--- config.mk ---
export PLATFORM = sky130hd
export DESIGN_NAME = fetch_queue
export DESIGN_NICKNAME = d
export VERILOG_FILES = /design/src/rtl/fetch_queue.sv
export SDC_FILE = /design/constraint.sdc
export NUM_CORES = 1
export LEC_CHECK = 0
export ABC_AREA = 1
export BUFFER_PORTS_ARGS = -buffer_cell sky130_fd_sc_hd__clkbuf_2
export CAP_MARGIN = 20
export CORE_ASPECT_RATIO = 1.25
export CORE_MARGIN = 1
export CORE_UTILIZATION = 40
export DETAILED_ROUTE_END_ITERATION = 10
export HOLD_SLACK_MARGIN = 0.03
export PLACE_DENSITY = 0.63
export SETUP_SLACK_MARGIN = 0.1
export SYNTH_ARGS = -nofsm -noshare
export SYNTH_HDL_FRONTEND = slang
export SYNTH_SLANG_ARGS = --single-unit
--- constraint.sdc ---
create_clock -name clk -period 3.98 [get_ports clk]
set_input_delay 0.199 -clock clk [delete_from_list [all_inputs] [get_ports clk]]
set_output_delay 0.199 -clock clk [all_outputs]
set_load 0.005 [all_outputs]
--- src/rtl/fetch_queue.sv ---
// Fetch-to-decode instruction buffer: DEPTH-entry circular FIFO of {pc, instr}
// with full-stall to fetch and a taken-branch flush of wrong-path entries.
module fetch_queue #(
    parameter int          DEPTH = 4,
    parameter logic [31:0] NOP   = 32'h00000013
) (
    input  logic                     clk,
    input  logic                     rst,
    input  logic                     flush,
    input  logic                     in_valid,
    input  logic [31:0]              in_pc,
    input  logic [31:0]              in_instr,
    output logic                     stall,
    output logic                     out_valid,
    output logic [31:0]              out_pc,
    output logic [31:0]              out_instr,
    input  logic                     out_ready,
    output logic [$clog2(DEPTH):0]   count
);

    localparam int PW = $clog2(DEPTH);
    localparam int CW = PW + 1;

    logic [63:0]   mem [DEPTH];
    logic [PW-1:0] rd;
    logic [PW-1:0] wr;
    logic          full;
    logic          empty;
    logic          push;
    logic          pop;

    assign full  = (count == CW'(DEPTH));
    assign empty = (count == '0);
    assign push  = in_valid & ~full & ~flush;
    assign pop   = out_valid & out_ready & ~flush;

    always_ff @(posedge clk) begin
        if (rst || flush) begin
            rd    <= '0;
            wr    <= '0;
            count <= '0;
        end else begin
            if (push) begin
                wr <= wr + PW'(1);
            end
            if (pop) begin
                rd <= rd + PW'(1);
            end
            if (push && !pop) begin
                count <= count + CW'(1);
            end else if (pop && !push) begin
                count <= count - CW'(1);
            end
        end
    end

    // Storage is never cleared; pointers and count alone define validity.
    always_ff @(posedge clk) begin
        if (push && !rst) begin
            mem[wr] <= {in_pc, in_instr};
        end
    end

    assign out_valid = ~empty;
    assign stall     = full;
    assign out_pc    = empty ? 32'h0 : mem[rd][63:32];
    assign out_instr = empty ? NOP : mem[rd][31:0];

endmodule
; ---- After elaboration in Yosys (flattened, before gate mapping)
; Memory sizes are Yosys's and may differ from the RTL's. A register that Yosys moved wholly into a read port is not among the register bits.
; Cells that the tools add are included.
[word_totals]
ram_bits = 256
output_inout_bits = 69
register_bits = 7
elab_cells = 33
inputBits = 69
memories = 1
[memory_table]
columns = memory, depth, width, rd, rd_ports_with_merged_regs, write_ports, line
row1 = mem, 4, 64, 1, 1, 1, 24  ; logic [63:0] mem [DEPTH];
[op_classes]
n_addsub = 4
n_mux = 8
n_reduce_logical = 9
bitwise = 7
n_eq_ne = 1
[ops]
columns = op, count
row1 = 32-bit two-way mux, 2
row2 = 3-bit two-way mux, 2
row3 = "2-bit by 1-bit adder with 2-bit output, second input constant", 2
row4 = 1-bit bitwise AND, 4
row5 = 2-bit two-way mux, 2
row6 = "3-bit by 1-bit adder with 3-bit output, second input constant", 1
row7 = "3-bit equality test, second input constant", 1
row8 = 1-bit logical AND, 3
row9 = 1-bit logical NOT, 3
row10 = 3-bit logical NOT, 1
row11 = 1-bit NOT, 3
row12 = "3-bit by 1-bit subtractor with 3-bit output, second input constant", 1
row13 = 1-bit two-way mux, 2
row14 = 2-bit nonzero test, 1
row15 = 1-bit logical OR, 1

; ---- Depth between registers and ports, before layout
; Gate-level depths: netlist of the first run.
[logic_depth]
ltp_word = 8
ltp_mapped = 13
depth_no_buf = 13

; ---- Least setup slack after synthesis of the first run
; Ideal clock, no wire load.
[synth_path]
path_type = flip-flop to flip-flop
from = reg count[0]
to = mem mem[0][0] (enable)
t_arrival_ps = 3459
synth_period_minus_slack_ps = 3945
path_buffers = 0
setup_time_ps = 487
required_ps = 3493
stages_incl_launch_ff = 5
path_slack_ps = 35
path_cell_list = dfxtp_1 -> nor2_1 -> nand2_1 -> nand3b_1 -> nor2_1
[synth_via]
elab_chain_cells = 7
[synth_lines]
columns = item, line
row1 = "start, declared", 18  ; output logic [$clog2(DEPTH):0] count
row2 = "start signal, assigned", 50  ; count <= count + CW'(1);
row3 = "start signal, assigned", 52  ; count <= count - CW'(1);
row4 = 3-bit equality test, 32  ; assign full = (count == CW'(DEPTH));
row5 = 1-bit NOT, 34  ; assign push = in_valid & ~full & ~flush;
row6 = 1-bit bitwise AND (2 in series), 34
row7 = 1-bit logical AND, 59  ; if (push && !rst) begin
row8 = 1-bit two-way mux, 59
row9 = 1-bit two-way mux (implied by the code), 60  ; mem[wr] <= {in_pc, in_instr};
row10 = "end, declared", 24
; Every way passes these cells.

; ---- Worst setup path after layout of the first run
[layout_path]
from = reg count[0]
to = out out_pc[16]
[layout_via]
elab_chain_cells = 2
[layout_lines]
columns = item, line
row1 = 3-bit logical NOT, 33  ; assign empty = (count == '0);
row2 = 32-bit two-way mux, 66  ; assign out_pc = empty ? 32'h0 : mem[rd][63:32];
row3 = "end, declared", 15  ; output logic [31:0] out_pc,
; Every way passes these cells.

==> results of run 1 <==
## worst max-delay path: cells and delay by family, from the launching register on
kind / cells / cell delay [ns]
buffers and inverters: 3 / 1.27
and+or+nand+nor: 2 / 0.37
DFF: 1 / 0.35
AOI/OAI and AO/OA: 1 / 0.10
## sequential cells by signal, indices dropped and copies added, names as in the netlist, named ones only
signal  count
wr          2
rd          2
mem       256
count       3
## cells in the final DEF, fill, tap and decap left out, types with 7 or more instances in the layout
master         count
clkbuf_16         27
dfxtp_1            7
edfxtp_1         256
clkinv_2           8
nand2_1           28
clkbuf_2         137
o21ai_0          120
clkinv_1           8
dlygate4sd3_1     66
inv_1             16
a21oi_1           73
nor2_1           253
buf_4             13
## cell type report
class / count / area [sq um]
Fill cell: 2248 / 12500
Sequential cell: 265 / 7870
Multi-Input combinational cell: 497 / 2220
Timing Repair Buffer: 218 / 1480
Clock buffer: 29 / 683
Tap cell: 335 / 419
Clock inverter: 19 / 164
Inverter: 19 / 72.6
Antenna cell: 1 / 2.50
## stage by stage
stage	hold WS (ns)	worst slack (ns)	cells	cell area, sq um	total power (uW)
after CTS	0.0497	1.08	1382	12900	5900
after global placement	0.418	1.61	1268	11400	3430
after floorplan	0.298	0.0345	828	10500	3290
after global routing	0.0876	0.968	1382	12900	6050
final	0.0710	1.16	1383	12900	5850
after detailed placement	0.418	1.49	1268	11400	3440
## logic make-up after synthesis
logic type                 after synthesis  synth area share, %
xor gates and xnor gates                 1               0.0838
buffers and inverters                   66                 3.75
DFF                                    265                 75.3
and+or+nand+nor                        292                 10.6
AOI/OAI and AO/OA                      198                 9.48
adders and majority gates                6                0.790
## routing by layer
metal / GRT usage, % / up-vias / share of wire (%)
met3: 2.63 / 31 / 4.5
li1: - / 3322 / -
met4: 5.25 / 0 / 2.1
met2: 31.0 / 161 / 51
met5: 0 / - / 0
met1: 22.2 / 3323 / 43
## power groups by stage
| stage | clock network [uW] | logic (uW) | registers (uW) |
|---|---|---|---|
| global placement | 0 | 273 | 3160 |
| global route | 2590 | 364 | 3100 |
| detailed placement | 0 | 279 | 3160 |
| floorplan | 0 | 127 | 3160 |
| finish | 2420 | 327 | 3100 |
| CTS | 2470 | 334 | 3100 |
## final timing paths
| check | from | end | slack [ns] | cells past startpoint |
|---|---|---|---|---|
| worst max register to register | count[0] | mem[1][55] | 1.56 | 5 |
| worst min register to register | rd[1] | flop | 0.51 | 2 |
| worst min-delay path | out_ready | flop | 0.07 | 5 |
| worst max-delay path | count[0] | out_pc[16] | 1.16 | 6 |
==> out/summary.txt, run 1 <==
Clock Latency Late Sink: 0.53 ns
total core area: 25500 sq um
Area Overhead vs Synth: 23.6%
RSZ-0062 raised after global routing: false
most frequent cell after synthesis: nor2_1
pwr dens: 452 nW/um^2
die height: 183 um
P_int: 4650 uW
Setup Buffers After CTS: 0
Lkg Pwr: 0.00469 uW
kind of critical path: flop to primary output
sequence of cells on the critical path: nor2_1 > nand2_1 > inv_2 > buf_4 > a21oi_1 > clkbuf_2
final hold vios: 0
gpl congestion: 0.747
Post-DRT Antenna Nets: 0
Tmin final: 2.82 ns
initial core utilization: 41.1%
peak supply drop: 0.269 mV
critical path endpoint category: primary output
crit-path max cell delay: 0.71 ns
drt drc: 0
first-pass GRT wire length: 36300 um
worst path required time: 3.78 ns
Setup-failing EPs final: 0
Syn Nets: 903
Fmax: 354 MHz
Die ar.: 26800 sq um
initial antenna violation count: 1
dominant synthesized flop cell: edfxtp_1
crit path max-delay cell type: inv_2
fin nets: 1102
total gr overflow: 0
total CTS buffers: 26
Rows: 65
max-cap check violation count: 0
Syn. warnings: 0
Max-slew headroom: 31.6%
Switching Share: 20.5%
drt first-iter violations: 496
H-tree depth: 1
port bufs: 137
Sw Pwr: 1200 uW
Synth cell types: 20
vias: 6837
Final Skew: 0.0122 ns
clk root buf: clkbuf_16
maximum fanout along the worst path: 36
clk buf depth: 3
TritonCTS clock tree: yes
Comb power frac: 5.6%
cell accounting for the most synthesized area: edfxtp_1
Post-synth ARST share: 0%
die width: 147 um
CTS Hold Bufs: 66
wire per inst: 16.9 um
post-synthesis sequential area ratio: 75.3%
Seq cells post-synth: 265
CTS sink cnt: 265
Post-synth EDFFs: 256
Slew Viols, Final: 0
largest net degree at the start of global routing: 71
Hold Path Class: input pin to flop
outcome: finished, final reports clean
Post-Route WL: 23400 um
Yosys top cell area share: 73.6%
Setup TNS: 0 ns
Synth Cell Area: 10500 sq um
synth cell count leaders: 257 x nor2_1, 256 x edfxtp_1, 120 x o21ai_0
nature of the critical path startpoint: flop
syn_area_per_cell: 12.6 sq um
utilization after layout: 50.8%
Tcrit/Tclk final: 70.9%
Clock transition at path regs: 0.06 ns
synth top area cells: edfxtp_1 74%, nor2_1 9.2%, o21ai_0 5.7%
DR vias/cell: 4.94
hpwl dp: 13400 um
crit path DAT: 2.62 ns
Top-Level Pins: 138
Post-Syn Instances: 828
Reg power frac: 53.0%
drt pass-1 iters: 5
number of global-route vias before repair: 6772
post-CTS resize count: 0
clock network power share: 41.4%
Worst Tran Pin Value: 1.02 ns
Total GRT Usage: 17.5%
layout cell share with drive strength beyond 1: 19.0%
Note: power is estimated with default switching activity, not from simulation.
==> inputs of run 2 (changes only) <==
- PLACE_DENSITY: 0.63 -> 0.61
- clock period: 3.98 -> 2.6 ns (I/O delays scaled with it)
==> out/summary.txt, run 2 (synthesized netlist as in run 1, its figures left out) <==
largest net degree at the start of global routing: 65
pwr dens: 667 nW/um^2
max reg flops: 256
Die ar.: 26800 sq um
layout cell share with drive strength beyond 1: 19.0%
hold path cells: 5
Setup-failing EPs final: 0
sequence of cells on the critical path: nor2_1 > nand2_1 > inv_2 > buf_4 > a21oi_1 > clkbuf_2
Hold Path Class: input pin to flop
footprint of the multi-input gates: 2220 sq um
drt first-iter violations: 399
Placed Cells: 1272
Final Skew: 0.00817 ns
Fmax: 423 MHz
initial antenna violation count: 0
Post-DRT Antenna Nets: 0
Rows: 65
hpwl dp: 13100 um
crit-path max cell delay: 0.52 ns
final hold vios: 0
wire per inst: 16.6 um
dpl ws: 0.514 ns
commonest cells after routing, fill and taps aside: 256 x edfxtp_1, 253 x nor2_1, 137 x clkbuf_2, 120 x o21ai_0, 73 x a21oi_1
Comb power frac: 6.1%
Overall Power: 8650 uW
worst path required time: 2.47 ns
DR vias/cell: 4.97
Slew Viols, Final: 0
outcome: finished, final reports clean
utilization after layout: 51.0%
H-tree depth: 1
Clock Latency Late Sink: 0.52 ns
P_int: 6840 uW
max-cap check violation count: 0
total core area: 25500 sq um
Tcrit/Tclk final: 90.9%
number of global-route vias before repair: 6858
drt pass-1 iters: 4
total gr overflow: 0
Sw Pwr: 1810 uW
crit path max-delay cell type: inv_2
gpl congestion: 0.725
die height: 183 um
initial core utilization: 41.1%
Worst Tran Pin Value: 0.689 ns
Reg area: 7870 sq um
non-filler cells, final: 1385
peak supply drop: 0.545 mV
nature of the critical path startpoint: flop
clk buf depth: 3
Total GRT Usage: 17.2%
Worst Setup Slack, final: 0.236 ns
crit path DAT: 2.23 ns
Post-Route WL: 23000 um
clk root buf: clkbuf_16
Max-slew headroom: 54.0%
Largest Register: mem
r2r worst-path depth: 5
drt drc: 0
Lkg Pwr: 0.00470 uW
TritonCTS clock tree: yes
kind of critical path: flop to primary output
die width: 147 um
critical path endpoint category: primary output
ant diodes: 0
commonest non-fill, non-tap cell in the layout: edfxtp_1
CTS sink cnt: 265
port bufs: 137
# fillers: 2220
largest registers: mem: 256 flops, count: 3 flops
Tmin final: 2.36 ns
first-pass GRT wire length: 35900 um
Clock transition at path regs: 0.06 ns
Area Overhead vs Synth: 24.2%
fin nets: 1108
WHS: 0.0549 ns
vias: 6888
total CTS buffers: 26
RSZ-0062 raised after global routing: false
Top-Level Pins: 138
Reg power frac: 54.8%
clock network power share: 39.1%
maximum fanout along the worst path: 27
Switching Share: 20.9%
run 2: layer usage:
| metal | vias to the layer above | routed length [um] | part of all wire (%) | track usage (%) |
|---|---|---|---|---|
| met5 | - | 0 | 0 | 0 |
| met4 | 0 | 726 | 3.2 | 6.63 |
| met3 | 47 | 1010 | 4.4 | 2.43 |
| met2 | 156 | 11500 | 50 | 30.3 |
| met1 | 3356 | 9770 | 42 | 21.3 |
| li1 | 3329 | - | - | - |
run 2: path summary, 6_finish.rpt:
path / start / end / slack [ns]
max: count[0] / out_pc[18] / 0.24
min: in_valid / wr[1] / 0.05
max reg2reg: count[0] / mem[3][52] / 0.53
min reg2reg: rd[1] / flop / 0.50
run 2: stage by stage:
stage	cell area, sq um	setup TNS (ns)
2_1_floorplan	10500	-87.17
3_3_place_gp	11500	0
3_5_place_dp	11500	0
4_1_cts	13000	0
5_1_grt	13000	0
6_report	13000	0
run 2: worst max-delay path: cells and delay by family (launching register included):
family	cells	cell delay [ns]
AOI/OAI and AO/OA	1	0.10
buffers and inverters	3	0.98
DFF	1	0.36
and+or+nand+nor	2	0.26
run 2: final cells by class:
cell class | count | area share [%]
Clock buffer | 32 | 5.35
Inverter | 19 | 0.569
Multi-Input combinational cell | 497 | 17.1
Sequential cell | 265 | 60.6
Tap cell | 335 | 3.23
Timing Repair Buffer | 224 | 12.6
Clock inverter | 13 | 0.501
run 2: timing repair:
action	in CTS	in global routing
endpoints found under the hold margin	264	0
setup endpoints to repair	0	38
gates resized for setup	0	1
hold buffers	68	0
buffers inserted	0	0
run 2: power by group through the flow:
| stage | clock, uW | combinational, uW | sequential (uW) |
|---|---|---|---|
| after detailed placement | 0 | 453 | 4840 |
| after global routing | 3600 | 583 | 4750 |
| after floorplan | 0 | 196 | 4840 |
| after global placement | 0 | 447 | 4830 |
| final | 3380 | 528 | 4740 |
| after CTS | 3450 | 536 | 4740 |
==> inputs of run 3 (changes only) <==
- CORE_MARGIN: 1 -> 2
==> out/summary.txt, run 3 (synthesized netlist as in run 1, its figures left out) <==
outcome: finished, final reports clean
H-tree depth: 1
max-cap check violation count: 0
Final Instance Area: 12900 sq um
initial antenna violation count: 1
Fmax: 436 MHz
peak supply drop: 0.453 mV
first-pass GRT wire length: 34800 um
DP Area: 11500 sq um
drt first-iter violations: 609
Clock transition at path regs: 0.07 ns
total core area: 25800 sq um
top sig layer: met5
clk root buf: clkbuf_16
vias: 6821
layout cell share with drive strength beyond 1: 18.8%
utilization after layout: 50.0%
Reg power frac: 55.2%
clock network power share: 38.7%
commonest cells after routing, fill and taps aside: 256 x edfxtp_1, 253 x nor2_1, 137 x clkbuf_2, 120 x o21ai_0, 73 x a21oi_1
hpwl dp: 12800 um
TritonCTS clock tree: yes
crit path DAT: 2.16 ns
Setup-failing EPs final: 0
Placed Cells: 1273
max reg flops: 256
Top-Level Pins: 138
Tcrit/Tclk final: 88.2%
# fillers: 2208
ant diodes: 0
Total GRT Usage: 16.3%
port bufs: 137
number of global-route vias before repair: 6587
total CTS buffers: 24
worst path required time: 2.47 ns
DR vias/cell: 4.92
die height: 185 um
Lkg Pwr: 0.00466 uW
Setup TNS: 0 ns
Rows: 66
Tmin final: 2.29 ns
M1 wire length: 9580 um
sequence of cells on the critical path: nor2_1 > nand2_1 > inv_4 > buf_12 > a21oi_1 > clkbuf_2
clk buf depth: 3
pwr dens: 664 nW/um^2
non-filler cells, final: 1385
Met2 Routed Length: 11800 um
kind of critical path: flop to primary output
Hold Path Class: input pin to flop
Worst Tran Pin Value: 0.568 ns
drt drc: 0
P_int: 6820 uW
crit-path max cell delay: 0.43 ns
Max-slew headroom: 62.1%
CTS sink cnt: 265
total gr overflow: 0
Switching Share: 20.6%
nature of the critical path startpoint: flop
Final Skew: 0.00984 ns
fin nets: 1102
Clock Latency Late Sink: 0.51 ns
final hold vios: 0
RSZ-0062 raised after global routing: false
Sw Pwr: 1770 uW
Setup Buffers After CTS: 0
drt pass-1 iters: 5
largest net degree at the start of global routing: 129
critical path endpoint category: primary output
Buf/Inv on CP: 3
Area Overhead vs Synth: 23.7%
initial core utilization: 40.4%
commonest non-fill, non-tap cell in the layout: edfxtp_1
maximum fanout along the worst path: 27
Post-Route WL: 22800 um
Slew Viols, Final: 0
die width: 149 um
crit path max-delay cell type: dfxtp_1
Worst path top cell family by delay: buffers and inverters
Post-DRT Antenna Nets: 0
gpl congestion: 0.756
Die ar.: 27400 sq um
wire per inst: 16.5 um
Largest Register: mem
largest registers: mem: 256 flops, count: 3 flops
Comb power frac: 6.1%
routed wl met3: 956 um
## run 3: changes by cell type in the layout (fill, tap and decap cells not counted)
cell / delta
inv_6: -1
clkinv_1: -4
clkbuf_8: +1
clkinvlp_4: +2
clkbuf_1: +3
clkinv_4: +2
buf_12: -2
clkbuf_16: -1
inv_2: -1
buf_4: -2
clkinv_2: -2
## run 3: metrics by stage
step | total power (uW) | hold slack (ns) | worst slack (ns)
final | 8590 | 0.0792 | 0.306
after global routing | 8880 | 0.152 | 0.144
after CTS | 8660 | 0.0640 | 0.101
after detailed placement | 5280 | 0.350 | 0.594
after global placement | 5270 | 0.350 | 0.663
after floorplan | 5030 | 0.229 | -0.341
## run 3: cell type report
type | instances | area, sq um | share of cell area (%)
Inverter | 19 | 75.1 | 0.581
Multi-Input combinational cell | 497 | 2220 | 17.2
Tap cell | 340 | 425 | 3.29
Sequential cell | 265 | 7870 | 60.9
Clock buffer | 35 | 694 | 5.37
Timing Repair Buffer | 220 | 1580 | 12.2
Clock inverter | 9 | 58.8 | 0.455
## run 3: routing by layer
metal / GRT usage (%) / vias up
met5: 0 / -
met4: 5.10 / 2
met3: 2.30 / 27
met2: 29.0 / 149
met1: 20.6 / 3330
li1: - / 3313
## run 3: worst reg2reg max path: cells and delay by family (launching register included)
| kind | cells | cell delay, ns |
|---|---|---|
| DFF | 1 | 0.36 |
| adders and majority gates | 2 | 0.58 |
| and+or+nand+nor | 8 | 0.87 |
| buffers and inverters | 2 | 0.14 |
## run 3: worst paths after layout
check / from / endpoint / slack (ns) / depth (start not counted)
worst max-delay path: count[0] / out_instr[31] / 0.31 / 6
worst min-delay path: in_valid / wr[1] / 0.08 / 5
worst max register to register: count[0] / count[2] / 0.53 / 12
worst min register to register: rd[1] / flop / 0.51 / 2
## run 3: repair_timing
item,in CTS,in global routing
endpoints found under the hold margin,264,0
endpoints found under the setup margin,0,38
hold buffers,68,0
gates resized for setup,0,2
## run 3: power by group through the flow
stage	clock, uW	sequential [uW]	combinational (uW)
after floorplan	0	4840	196
after global placement	0	4830	438
after detailed placement	0	4830	445
after CTS	3390	4740	529
after global routing	3560	4740	580
final	3320	4740	522
